--- config.mk ---
export PLATFORM = sky130hd
export DESIGN_NAME = bcd_time_counter
export DESIGN_NICKNAME = d
export VERILOG_FILES = /design/src/rtl/bcd_time_counter.sv
export SDC_FILE = /design/constraint.sdc
export NUM_CORES = 1
export LEC_CHECK = 0
export ABC_AREA = 1
export BUFFER_PORTS_ARGS = -buffer_cell sky130_fd_sc_hd__clkbuf_2
export CAP_MARGIN = 20
export CORE_MARGIN = 1.5
export CORE_UTILIZATION = 38
export DETAILED_ROUTE_END_ITERATION = 16
export SLEW_MARGIN = 10
export SYNTH_ARGS = -nofsm -noshare
export SYNTH_HDL_FRONTEND = slang
export SYNTH_SLANG_ARGS = --single-unit
--- constraint.sdc ---
create_clock -name i_Clock -period 2.15 [get_ports i_Clock]
set_clock_uncertainty 0.15 [all_clocks]
set_input_delay 0.215 -clock i_Clock [delete_from_list [all_inputs] [get_ports i_Clock]]
set_output_delay 0.215 -clock i_Clock [all_outputs]
set_load 0.05 [all_outputs]
--- src/rtl/bcd_time_counter.sv ---
// ----------------------------------------------------------------------------
// bcd_time_counter
//   Time-of-day counter with BCD digit outputs, run/pause control and a
//   field-at-a-time set mode. Hours run 00..23 (p_MODE_12H=0) or 12,01..11
//   with an AM/PM flag (p_MODE_12H=1).
//
// Parameters
//   p_CLKS_PER_SEC : i_Clock cycles per one-second advance (>=1)
//   p_MODE_12H     : 0 = 24-hour display, 1 = 12-hour display with o_PM
//
// Ports
//   i_Clock        : single clock, rising edge
//   i_Reset        : synchronous, active-high; overrides every other input
//   i_Run          : 1 = timekeeping enabled (prescaler holds while 0)
//   i_Set_Sel      : 0 run, 1 set seconds, 2 set minutes, 3 set hours
//   i_Inc / i_Dec  : single-cycle pulses adjusting the selected field
//   o_Units_Sec, o_Tens_Sec, o_Units_Min, o_Tens_Min,
//   o_Units_Hour, o_Tens_Hour : registered BCD digits
//   o_PM           : 1 = PM (12-hour mode only, otherwise constant 0)
//   o_Tick         : one-cycle pulse with each run-mode time advance
//   o_Day_Carry    : one-cycle pulse, coincident with o_Tick, at day rollover
// ----------------------------------------------------------------------------
module bcd_time_counter #(
  parameter int unsigned p_CLKS_PER_SEC = 50000000,
  parameter int unsigned p_MODE_12H     = 0
) (
  input  logic       i_Clock,
  input  logic       i_Reset,
  input  logic       i_Run,
  input  logic [1:0] i_Set_Sel,
  input  logic       i_Inc,
  input  logic       i_Dec,
  output logic [3:0] o_Units_Sec,
  output logic [2:0] o_Tens_Sec,
  output logic [3:0] o_Units_Min,
  output logic [2:0] o_Tens_Min,
  output logic [3:0] o_Units_Hour,
  output logic [1:0] o_Tens_Hour,
  output logic       o_PM,
  output logic       o_Tick,
  output logic       o_Day_Carry
);

  // --------------------------------------------------------------------------
  // Constants
  // --------------------------------------------------------------------------
  localparam int unsigned LP_PW =
    (p_CLKS_PER_SEC > 1) ? $clog2(p_CLKS_PER_SEC) : 1;
  localparam logic [LP_PW-1:0] LP_TERM = LP_PW'(p_CLKS_PER_SEC - 1);

  localparam bit LP_12H = (p_MODE_12H != 0);

  // Hours are held as packed BCD {tens[1:0], units[3:0]}.
  localparam logic [5:0] LP_HOUR_HI  = LP_12H ? 6'h12 : 6'h23;
  localparam logic [5:0] LP_HOUR_LO  = LP_12H ? 6'h01 : 6'h00;
  localparam logic [5:0] LP_HOUR_RST = LP_12H ? 6'h12 : 6'h00;

  // Seconds and minutes are held as packed BCD {tens[2:0], units[3:0]}.
  localparam logic [6:0] LP_MS_MAX = 7'h59;

  typedef enum logic [1:0] {
    SEL_RUN  = 2'd0,
    SEL_SEC  = 2'd1,
    SEL_MIN  = 2'd2,
    SEL_HOUR = 2'd3
  } sel_e;

  // --------------------------------------------------------------------------
  // BCD field helpers
  // --------------------------------------------------------------------------
  function automatic logic [6:0] f_ms_inc(input logic [6:0] v);
    logic [6:0] r;
    if (v == LP_MS_MAX)        r = '0;
    else if (v[3:0] == 4'd9)   r = {v[6:4] + 3'd1, 4'd0};
    else                       r = {v[6:4], v[3:0] + 4'd1};
    return r;
  endfunction

  function automatic logic [6:0] f_ms_dec(input logic [6:0] v);
    logic [6:0] r;
    if (v == 7'h00)            r = LP_MS_MAX;
    else if (v[3:0] == 4'd0)   r = {v[6:4] - 3'd1, 4'd9};
    else                       r = {v[6:4], v[3:0] - 4'd1};
    return r;
  endfunction

  function automatic logic [5:0] f_hour_inc(input logic [5:0] v);
    logic [5:0] r;
    if (v == LP_HOUR_HI)       r = LP_HOUR_LO;
    else if (v[3:0] == 4'd9)   r = {v[5:4] + 2'd1, 4'd0};
    else                       r = {v[5:4], v[3:0] + 4'd1};
    return r;
  endfunction

  function automatic logic [5:0] f_hour_dec(input logic [5:0] v);
    logic [5:0] r;
    if (v == LP_HOUR_LO)       r = LP_HOUR_HI;
    else if (v[3:0] == 4'd0)   r = {v[5:4] - 2'd1, 4'd9};
    else                       r = {v[5:4], v[3:0] - 4'd1};
    return r;
  endfunction

  // --------------------------------------------------------------------------
  // State
  // --------------------------------------------------------------------------
  logic [LP_PW-1:0] r_presc;
  logic [6:0]       r_sec;
  logic [6:0]       r_min;
  logic [5:0]       r_hour;
  logic             r_pm;
  logic             r_tick;
  logic             r_day_carry;

  sel_e             w_sel;
  logic             w_tick;
  logic             w_inc;
  logic             w_dec;
  logic [6:0]       w_sec_n;
  logic [6:0]       w_min_n;
  logic [5:0]       w_hour_n;
  logic             w_pm_n;
  logic             w_day_carry;

  assign w_sel  = sel_e'(i_Set_Sel);
  assign w_tick = i_Run && (w_sel == SEL_RUN) && (r_presc == LP_TERM);

  // Simultaneous inc and dec cancel out.
  assign w_inc  = i_Inc & ~i_Dec;
  assign w_dec  = i_Dec & ~i_Inc;

  // --------------------------------------------------------------------------
  // Next time value
  // --------------------------------------------------------------------------
  always_comb begin
    w_sec_n     = r_sec;
    w_min_n     = r_min;
    w_hour_n    = r_hour;
    w_pm_n      = r_pm;
    w_day_carry = 1'b0;

    case (w_sel)
      SEL_RUN: begin
        if (w_tick) begin
          w_sec_n = f_ms_inc(r_sec);
          if (r_sec == LP_MS_MAX) begin
            w_min_n = f_ms_inc(r_min);
            if (r_min == LP_MS_MAX) begin
              w_hour_n = f_hour_inc(r_hour);
              if (LP_12H) begin
                // 11 -> 12 flips AM/PM; leaving PM is the day boundary.
                if (r_hour == 6'h11) begin
                  w_pm_n      = ~r_pm;
                  w_day_carry = r_pm;
                end
              end else if (r_hour == 6'h23) begin
                w_day_carry = 1'b1;
              end
            end
          end
        end
      end

      SEL_SEC: begin
        if (w_inc)      w_sec_n = f_ms_inc(r_sec);
        else if (w_dec) w_sec_n = f_ms_dec(r_sec);
      end

      SEL_MIN: begin
        if (w_inc)      w_min_n = f_ms_inc(r_min);
        else if (w_dec) w_min_n = f_ms_dec(r_min);
      end

      SEL_HOUR: begin
        if (w_inc) begin
          w_hour_n = f_hour_inc(r_hour);
          if (LP_12H && (r_hour == 6'h11)) w_pm_n = ~r_pm;
        end else if (w_dec) begin
          w_hour_n = f_hour_dec(r_hour);
          if (LP_12H && (r_hour == 6'h12)) w_pm_n = ~r_pm;
        end
      end

      default: ;
    endcase
  end

  // --------------------------------------------------------------------------
  // Registers
  // --------------------------------------------------------------------------
  always_ff @(posedge i_Clock) begin
    if (i_Reset) begin
      r_presc     <= '0;
      r_sec       <= '0;
      r_min       <= '0;
      r_hour      <= LP_HOUR_RST;
      r_pm        <= 1'b0;
      r_tick      <= 1'b0;
      r_day_carry <= 1'b0;
    end else begin
      // Set mode parks the prescaler at 0; pause holds it mid-second.
      if (w_sel != SEL_RUN) begin
        r_presc <= '0;
      end else if (i_Run) begin
        r_presc <= w_tick ? '0 : r_presc + LP_PW'(1);
      end

      r_sec       <= w_sec_n;
      r_min       <= w_min_n;
      r_hour      <= w_hour_n;
      r_pm        <= w_pm_n;
      r_tick      <= w_tick;
      r_day_carry <= w_day_carry;
    end
  end

  // --------------------------------------------------------------------------
  // Outputs
  // --------------------------------------------------------------------------
  assign o_Units_Sec  = r_sec[3:0];
  assign o_Tens_Sec   = r_sec[6:4];
  assign o_Units_Min  = r_min[3:0];
  assign o_Tens_Min   = r_min[6:4];
  assign o_Units_Hour = r_hour[3:0];
  assign o_Tens_Hour  = r_hour[5:4];
  assign o_PM         = r_pm;
  assign o_Tick       = r_tick;
  assign o_Day_Carry  = r_day_carry;

endmodule

# Word level (Yosys, flattened, before mapping)
# Cells that the tools add are included.
# classes
addsub	13
eq_ne	19
mux	29
bitwise	8
reduce_logical	21
# ops
cell	count
$mux W7	15
$mux W6	9
$pmux W7 S2	2
$add A26 B1 Y26 const B	1
$eq A26 B26 Y1 const B	1
$mux W26	1
$eq A7 B7 Y1 const B	2
$logic_not A7 Y1	2
$add A4 B1 Y4 const B	3
$eq A4 B4 Y1 const B	3
$logic_not A4 Y1	3
$ne A4 B4 Y1 const B	3
$pmux W6 S2	1
$sub A4 B1 Y4 const B	3
$reduce_and A5 Y1	2
$ne A3 B3 Y1 const B	3
$reduce_and A4 Y1	2
$reduce_bool A2 Y1	4
$add A3 B1 Y3 const B	2
$eq A6 B6 Y1 const B	1
$logic_not A6 Y1	1
$not A1 Y1	6
$reduce_and A6 Y1	1
$sub A3 B1 Y3 const B	2
other kinds (13)	17
# totals
ff_bits	48
in_bits	7
elab_cells	99

# Logic depth before layout (Yosys ltp)
# Gate-level depths: netlist of the first run.
# logic_depth
word_depth	7
depth_mapped	12
ltp_nobuf	12

# Least setup slack after synthesis of the first run
# Ideal clock, no wire load.
# synth_timing
path_kind	reg2reg
start	register r_min[0]
end	register r_hour[1]
arrival_time_ns	1.820
path_slack_ns	0.064
stages_incl_launch_ff	11
synth_period_minus_slack_ns	2.086
cell_sequence	dfxtp_1 ha_1 nand2_1 nor2_2 nand2_1 nand2_1 nand2_1 nor2_2 nand2_2 o21ai_0 nor2_1
# synth_between
elab_chain_cells	3
# synth_rtl
item	line_no	text
from (decl)	108	logic [6:0] r_min;
from (signal assigned)	208	r_min <= w_min_n;
$eq A7 B7 Y1	147	if (r_min == LP_MS_MAX) begin
$ne A2 B1 Y1 (no source line)	-	
$reduce_and A5 Y1 (no source line)	-	
to (signal assigned)	209	r_hour <= w_hour_n;
to (decl)	109	logic [5:0] r_hour;
# No other way between the ends.
# A chain may end at the register's enable or synchronous reset.

# Worst setup path in the final report of the first run
# layout_timing
start	register r_min[0]
end	register r_min[4]
# layout_between
elab_chain_cells	6
word_cells_on_any_way	14
cone_classes	eq/ne: 3; mux: 8; reduce/logical: 3
# layout_rtl
item	line_no	text
$eq A4 B4 Y1	74	else if (v[3:0] == 4'd9) r = {v[6:4] + 3'd1, 4'd0};
$mux W7	-	
$mux W7	73	if (v == LP_MS_MAX) r = '0;
$mux W7	145	if (r_sec == LP_MS_MAX) begin
$mux W7	143	if (w_tick) begin
$pmux W7 S2	141	case (w_sel)
# Parallel ways exist; a longest one is shown, timed or not. The select of a mux whose other input is x is not followed.

==> results by group, run 1 <==
Layout
  • P&R area growth vs syn: 10.2%
  • Share of cells above drive strength 1: 0.109
  • Final core occ: 0.437
  • Antenna Cells: 0
  • NumNets Final: 627

Worst setup path
  • Critical Path RT: 2200 ps
  • CP max-delay cell: dfxtp_1
  • R2R depth: 11
  • Critical Path AT: 1990 ps
  • Critical path cell sequence: inv_1 -> ha_1 -> inv_1 -> nor3_1 -> inv_1 -> nand2_1 -> nand2_1 -> nor2_2 -> nand2_1 -> o21ai_0 -> nor2_1
  • Max FO, Critical Path: 8
  • Startpoint Class: flop
  • Slowest stage delay, CP: ~400 ps
  • Setup crit end kind: flop
  • Crit Path Category: reg2reg

Global routing
  • Largest net degree at the start of global routing: 19
  • First-pass GRT wire length: roughly 15 mm
  • Vias in the first global route: 3265
  • GRT Total Usage: 0.178
  • Initial antenna violation count: 0
  • Total overflow reported by the global router: 0

Die
  • # IOs: 30
  • Die width: 99.1 µm
  • Core ar.: approximately 9000 µm²
  • Full die area: between 9000 and 10000 µm²
  • Row count: 34
  • Starting density of the core: 0.397
  • Height of the chip: 99.1 µm

Power
  • Leakage: 1.84 nW
  • Net Sw Frac: 0.357
  • P_sw: 0.000729 W
  • Pint: 0.00132 W
  • Power density over the cells: 529 nW/µm²
  • Clock share of power: 0.260
  • Combinational share of power: 0.264
  • Register share of total power: 0.476
  • VDD IR max: ~0.00026 V

Placement
  • DP HPWL: roughly 6.4 mm
  • # port buffers: 28
  • RD Place Congestion: 0.887

Timing
  • Final hold viol count: 0
  • Max Freq: 516 MHz
  • Tcrit/Tclk final: 0.901
  • Relative slew slack: 0.628
  • Total Neg Setup Slack: 0 ps
  • Worst Tran Pin Value: 555 ps
  • Slew Viols, Final: 0
  • Final Critical Period: roughly 1900 ps
  • Unrepaired setup endpoints after global routing: false
  • Final setup fails: 0

Clocking
  • Max clock buf depth: 2
  • Post-cts repair resize count: 0
  • Root buffer cell: clkbuf_8
  • TritonCTS Buffers: 5
  • Hold Buf Count CTS: 0
  • Clk sinks: between 40 and 50
  • H-tree levels: 2
  • CTS tree: yes
  • Postcts setup bufs: 0
  • Clock transition at the registers of the reported paths: 90 ps
  • Worst skew pair latency: roughly 300 ps

Synthesis
  • Ys flop type: dfxtp_1
  • Mapped Cells: 560
  • Post-synth EDFFs: 0
  • Syn nets: around 590
  • Average cell area after synthesis: 6.27 µm²
  • Synthesis warning total: 0
  • Synthesized flop and latch total: 48
  • Mapped cell area: roughly 3500 µm²
  • Seq/Total Area, Yosys: 0.274
  • Cell variety after synth: 39
  • Ys async rst share: 0

Drt
  • Post-DRT Antenna Nets: 0
  • Vias per inst: 4.94
  • Initial drt markers: 141
  • Wire per inst: approximately 12 µm
  • Vias: 3472
  • TritonRoute pass-1 iters: 4
  • Total Wirelength: 8.19 mm
  • Drt drc: 0

Min path
  • Hold depth: 2
  • Hold WC Path Type: in2reg

Flow run
  • Max_cap viols: 0

Outcome
  • Outcome: finished, final reports clean
## final timing paths
path | start | endpoint | slack (ps)
worst max-delay path | r_min[0] | r_min[4] | 210
worst min-delay path | i_Reset | r_sec[2] | 30
worst max register to register | r_min[0] | r_min[4] | 210
worst min register to register | r_presc[15] | r_presc[15] | 350
## sequential cells by signal, summed over array words and instances (netlist names)
| name | count |
|---|---|
| r_min | 7 |
| r_sec | 7 |
| o_Tick | 1 |
| o_Day_Carry | 1 |
| r_hour | 6 |
| r_presc | 26 |
## routing by layer
layer  track usage  up-vias  routed length, µm
met5             0        -                  0
met2         0.301       53               3780
met1         0.235     1570               4050
met4        0.0423        0                 81
li1              -     1841                  -
met3        0.0344        8                280
## power by group through the flow
stage	clock (W)	sequential [W]	combinational, W
after detailed placement	0	0.000992	0.000540
final	0.000531	0.000972	0.000540
after global placement	0	0.000991	0.000535
after global routing	0.000587	0.000981	0.000612
after floorplan	0	0.00108	0.000333
after CTS	0.000550	0.000971	0.000542
## synth_stat cells, types with 2 or more instances
cell | instances | share of area
dfxtp_1 | 48 | 0.27
o22ai_1 | 5 | 0.0089
ha_1 | 25 | 0.089
nand3_2 | 2 | 0.0057
nand3b_1 | 5 | 0.011
inv_1 | 77 | 0.082
o21ai_0 | 21 | 0.030
nor3_1 | 22 | 0.031
nand4_1 | 11 | 0.020
nand2_1 | 141 | 0.15
or2_2 | 2 | 0.0036
nand3_1 | 32 | 0.046
xnor2_1 | 6 | 0.015
a21oi_1 | 21 | 0.030
buf_2 | 2 | 0.0029
nand2_2 | 4 | 0.0071
inv_2 | 5 | 0.0053
o211ai_1 | 2 | 0.0043
nor2_2 | 4 | 0.0071
nor4_1 | 2 | 0.0036
nor2_1 | 97 | 0.10
xor2_1 | 9 | 0.022
## critical path: cells and delay by family (launching register included)
family,cells,cell delay (ps)
AO/OA/AOI/OAI,1,160
flip-flops,1,400
adder cells (fa/ha/maj),1,180
AND/OR/NAND/NOR,6,680
buffers and inverters,3,270
## cell usage in the layout (no fill, tap or decap), types with 2 or more instances in the layout
cell,instances
inv_2,6
buf_4,6
o22ai_1,5
nor2_1,97
nand3b_1,5
nor2_2,3
o211ai_1,2
clkbuf_2,28
inv_1,76
xnor2_1,6
dfxtp_1,47
nor3_1,22
nand3_2,2
nor2_4,2
or2_2,2
o21ai_0,21
nand3_1,32
nand2_1,141
nand2_2,4
nand4_1,11
clkbuf_8,5
xor2_1,9
ha_1,25
a21oi_1,21
nor4_1,2
## kinds of logic (layout without fill, tap and decap cells)
logic type / after synthesis / count (layout) / synth area share
flops: 48 / 48 / 0.274
simple gates: 329 / 329 / 0.414
fa+ha+maj: 25 / 25 / 0.0891
other cells: 1 / 1 / 0.00107
xor+xnor: 15 / 15 / 0.0374
compound gates: 53 / 53 / 0.0824
buf+inv: 89 / 124 / 0.102
## layout make-up
| cell class | instances | area (µm²) |
|---|---|---|
| timing repair buffer | 34 | 185 |
| multi-input combinational | 423 | 2200 |
| sequential | 48 | 962 |
| fill | 950 | 4980 |
| clock buffer | 6 | 72.6 |
| inverter | 83 | 312 |
| tap | 108 | 135 |
| clock inverter | 1 | 5.00 |
## through the flow
step	cells	hold WS, ps	cell area (µm²)	power [W]	worst slack [ps]
2_1_floorplan	560	134	3510	0.00142	64.1
3_5_place_dp	696	331	3780	0.00153	197
4_1_cts	703	37.9	3860	0.00206	180
3_3_place_gp	696	327	3780	0.00153	214
5_1_grt	703	55.4	3870	0.00218	11.0
6_report	703	33.6	3870	0.00204	214
No activity file was read; power rests on OpenSTA's default activity.
==> inputs of run 2 (changes only) <==
--- a/config.mk
+++ b/config.mk
@@ -6,12 +6,12 @@
 export NUM_CORES = 1
 export LEC_CHECK = 0
 export ABC_AREA = 1
-export BUFFER_PORTS_ARGS = -buffer_cell sky130_fd_sc_hd__clkbuf_2
 export CAP_MARGIN = 20
 export CORE_MARGIN = 1.5
 export CORE_UTILIZATION = 38
 export DETAILED_ROUTE_END_ITERATION = 16
-export SLEW_MARGIN = 10
+export DONT_BUFFER_PORTS = 1
+export SLEW_MARGIN = 30
 export SYNTH_ARGS = -nofsm -noshare
 export SYNTH_HDL_FRONTEND = slang
 export SYNTH_SLANG_ARGS = --single-unit
==> constraint.sdc (replaced) <==
create_clock -name i_Clock -period 2.19 [get_ports i_Clock]
set_clock_uncertainty 0.15 [all_clocks]
set_input_delay 0.219 -clock i_Clock [delete_from_list [all_inputs] [get_ports i_Clock]]
set_output_delay 0.219 -clock i_Clock [all_outputs]
set_load 0.05 [all_outputs]
==> run 2 against run 1 <==
Net effect:
- global-route usage is 0.081 points lower
- via count shrank 0.40%
- core utilization is 0.57 points higher
- count of clock-buffer cells in the layout rose by 1
- design area is 1.3% higher
- register-to-register slack gained 90 ps
- largest power group unchanged
==> results by group, run 2 (synthesis results as in run 1) <==
Global routing
  • GRT Total Usage: 0.177 (-0.000813)
  • Largest net degree at the start of global routing: 19 (unchanged)
  • First-pass GRT wire length: 14.5 mm (-0.28%)
  • Total overflow reported by the global router: 0 (unchanged)
  • Vias in the first global route: 3205 (-1.8%)
  • Initial antenna violation count: 0 (unchanged)

Drt
  • Vias: 3458 (-0.40%)
  • Drt drc: 0 (unchanged)
  • Wire per inst: 12.0 µm (+3.1%)
  • Vias per inst: 4.98 (+0.74%)
  • Post-DRT Antenna Nets: 0 (unchanged)
  • Total Wirelength: 8.35 mm (+1.9%)
  • TritonRoute pass-1 iters: 5 (+1)
  • Initial drt markers: 159 (+13%)

Layout
  • Max FFs per register: 26 (unchanged)
  • Register with the most flip-flops: r_presc
  • Commonest non-fill, non-tap cell in the layout: nand2_1
  • Final core occ: 0.443 (+0.00566)
  • Share of cells above drive strength 1: 0.0920 (-0.0173)
  • Most frequent cells in the layout: nand2_1, nor2_1, inv_1
  • Antenna Cells: 0 (unchanged)
  • Fill count: 922 (-2.9%)
  • P&R area growth vs syn: 11.6%
  • Largest regs: r_presc x26, r_min x7, r_sec x7
  • NumNets Final: 618 (-1.4%)
  • Post-Layout Cell Count: 695 (-1.1%)

Worst setup path
  • Critical Path RT: 2280 ps (+80 ps)
  • Crit Path Category: in2reg
  • Max FO, Critical Path: 9 (+1)
  • Reg2reg start: r_sec[0]
  • Startpoint Class: input pin
  • Setup crit end kind: flop
  • CP startpoint: i_Run
  • Critical Path AT: 2010 ps (+20 ps)

Clocking
  • Worst skew pair latency: 300 ps (about the same)
  • CTS tree: yes
  • TritonCTS Buffers: 5 (unchanged)
  • Hold Buf Count CTS: 2 (+2)
  • Postcts setup bufs: 0 (unchanged)
  • Max clock buf depth: 2 (unchanged)
  • Root buffer cell: clkbuf_8
  • Clk sinks: 48 (unchanged)
  • Post-cts repair resize count: 0 (unchanged)
  • Clock transition at the registers of the reported paths: 90 ps (about the same)
  • H-tree levels: 2 (unchanged)

Min path
  • Hold WC Path Type: in2reg
  • HP Start: i_Run

Timing
  • Relative slew slack: 0.625 (-0.00254)
  • Final setup fails: 0 (unchanged)
  • Slew Viols, Final: 0 (unchanged)
  • Total Neg Setup Slack: 0 ps (unchanged)
  • Unrepaired setup endpoints after global routing: false
  • Tcrit/Tclk final: 0.879
  • Setup ws final: 265 ps (+51.5 ps)
  • Max Freq: just over 500 MHz
  • Final Critical Period: 1920 ps
  • Worst Tran Pin Value: 559 ps (+3.78 ps)
  • Final hold viol count: 0 (unchanged)

Placement
  • # port buffers: 0 (-100%)
  • DP HPWL: 6.51 mm (+1.4%)
  • Place WS: 329 ps (+132 ps)
  • # placed instances: 685 (-1.6%)
  • RD Place Congestion: 0.918 (+3.5%)

Power
  • Total power: 0.00221 W (+7.9%)
  • VDD IR max: 0.000311 V (+22%)
  • Leakage: 1.83 nW (-0.20%)
  • Power density over the cells: 563 nW/µm² (+6.5%)

Die
  • Core ar.: 8850 µm² (unchanged)
  • Row count: 34 (unchanged)
  • Die width: 99.1 µm (unchanged)
  • Starting density of the core: 0.397 (unchanged)
  • Height of the chip: 99.1 µm (unchanged)
  • Full die area: 9820 µm² (unchanged)
  • # IOs: 30 (unchanged)

Flow run
  • Max_cap viols: 0 (unchanged)

Outcome
  • Outcome: finished, final reports clean
-- run 2: cell count changes in the layout (fill, tap and decap cells not counted), sizes merged --
cell,previous run,this run
buf,6,23
dlygate4sd3,0,2
bufinv,0,1
clkbuf,34,7
clkinv,2,1
-- run 2: final timing paths --
check,to,slack (ps),cells past startpoint
worst min register to register,r_presc[1],350,2
worst min-delay path,r_presc[12],80,3
worst max register to register,r_hour[1],300,10
worst max-delay path,r_presc[25],270,9
-- run 2: layout make-up --
cell class	instances	area, µm²	share of cell area
Multi-Input combinational cell	423	2190	0.559
Sequential cell	48	961	0.245
Inverter	83	312	0.0795
Timing Repair Buffer	25	193	0.0492
Tap cell	108	135	0.0345
Clock buffer	7	96.3	0.0246
Clock inverter	1	30.0	0.00767
-- run 2: power breakdown --
group	internal [W]	switching, W	leakage, nW
combinational	0.000182	0.000378	1.38
clock	0.000403	0.000306	0.0645
sequential	0.000904	0.0000324	0.390
-- run 2: metrics by stage --
| stage | cell area (µm²) | hold WS (ps) |
|---|---|---|
| after floorplan | 3510 | 138 |
| after global placement | 3770 | 141 |
| after detailed placement | 3770 | 142 |
| after CTS | 3920 | 80.3 |
| after global routing | 3920 | 91.7 |
| final | 3920 | 84.5 |
-- run 2: routing by layer --
metal | track usage | part of all wire | wire length (µm)
met2 | 0.291 | 0.46 | 3840
met4 | 0.0390 | 0.011 | 95
met5 | 0 | 0 | 0
met1 | 0.242 | 0.48 | 4020
met3 | 0.0344 | 0.047 | 390
-- run 2: worst max-delay path, cell delays in order --
cell           delay [ps]
dlygate4sd3_1         610
inv_2                 120
nor3_1                230
nand2_1                70
nor3_1                420
nand3_1               130
nand2_1                90
inv_1                  40
nor2_1                 80
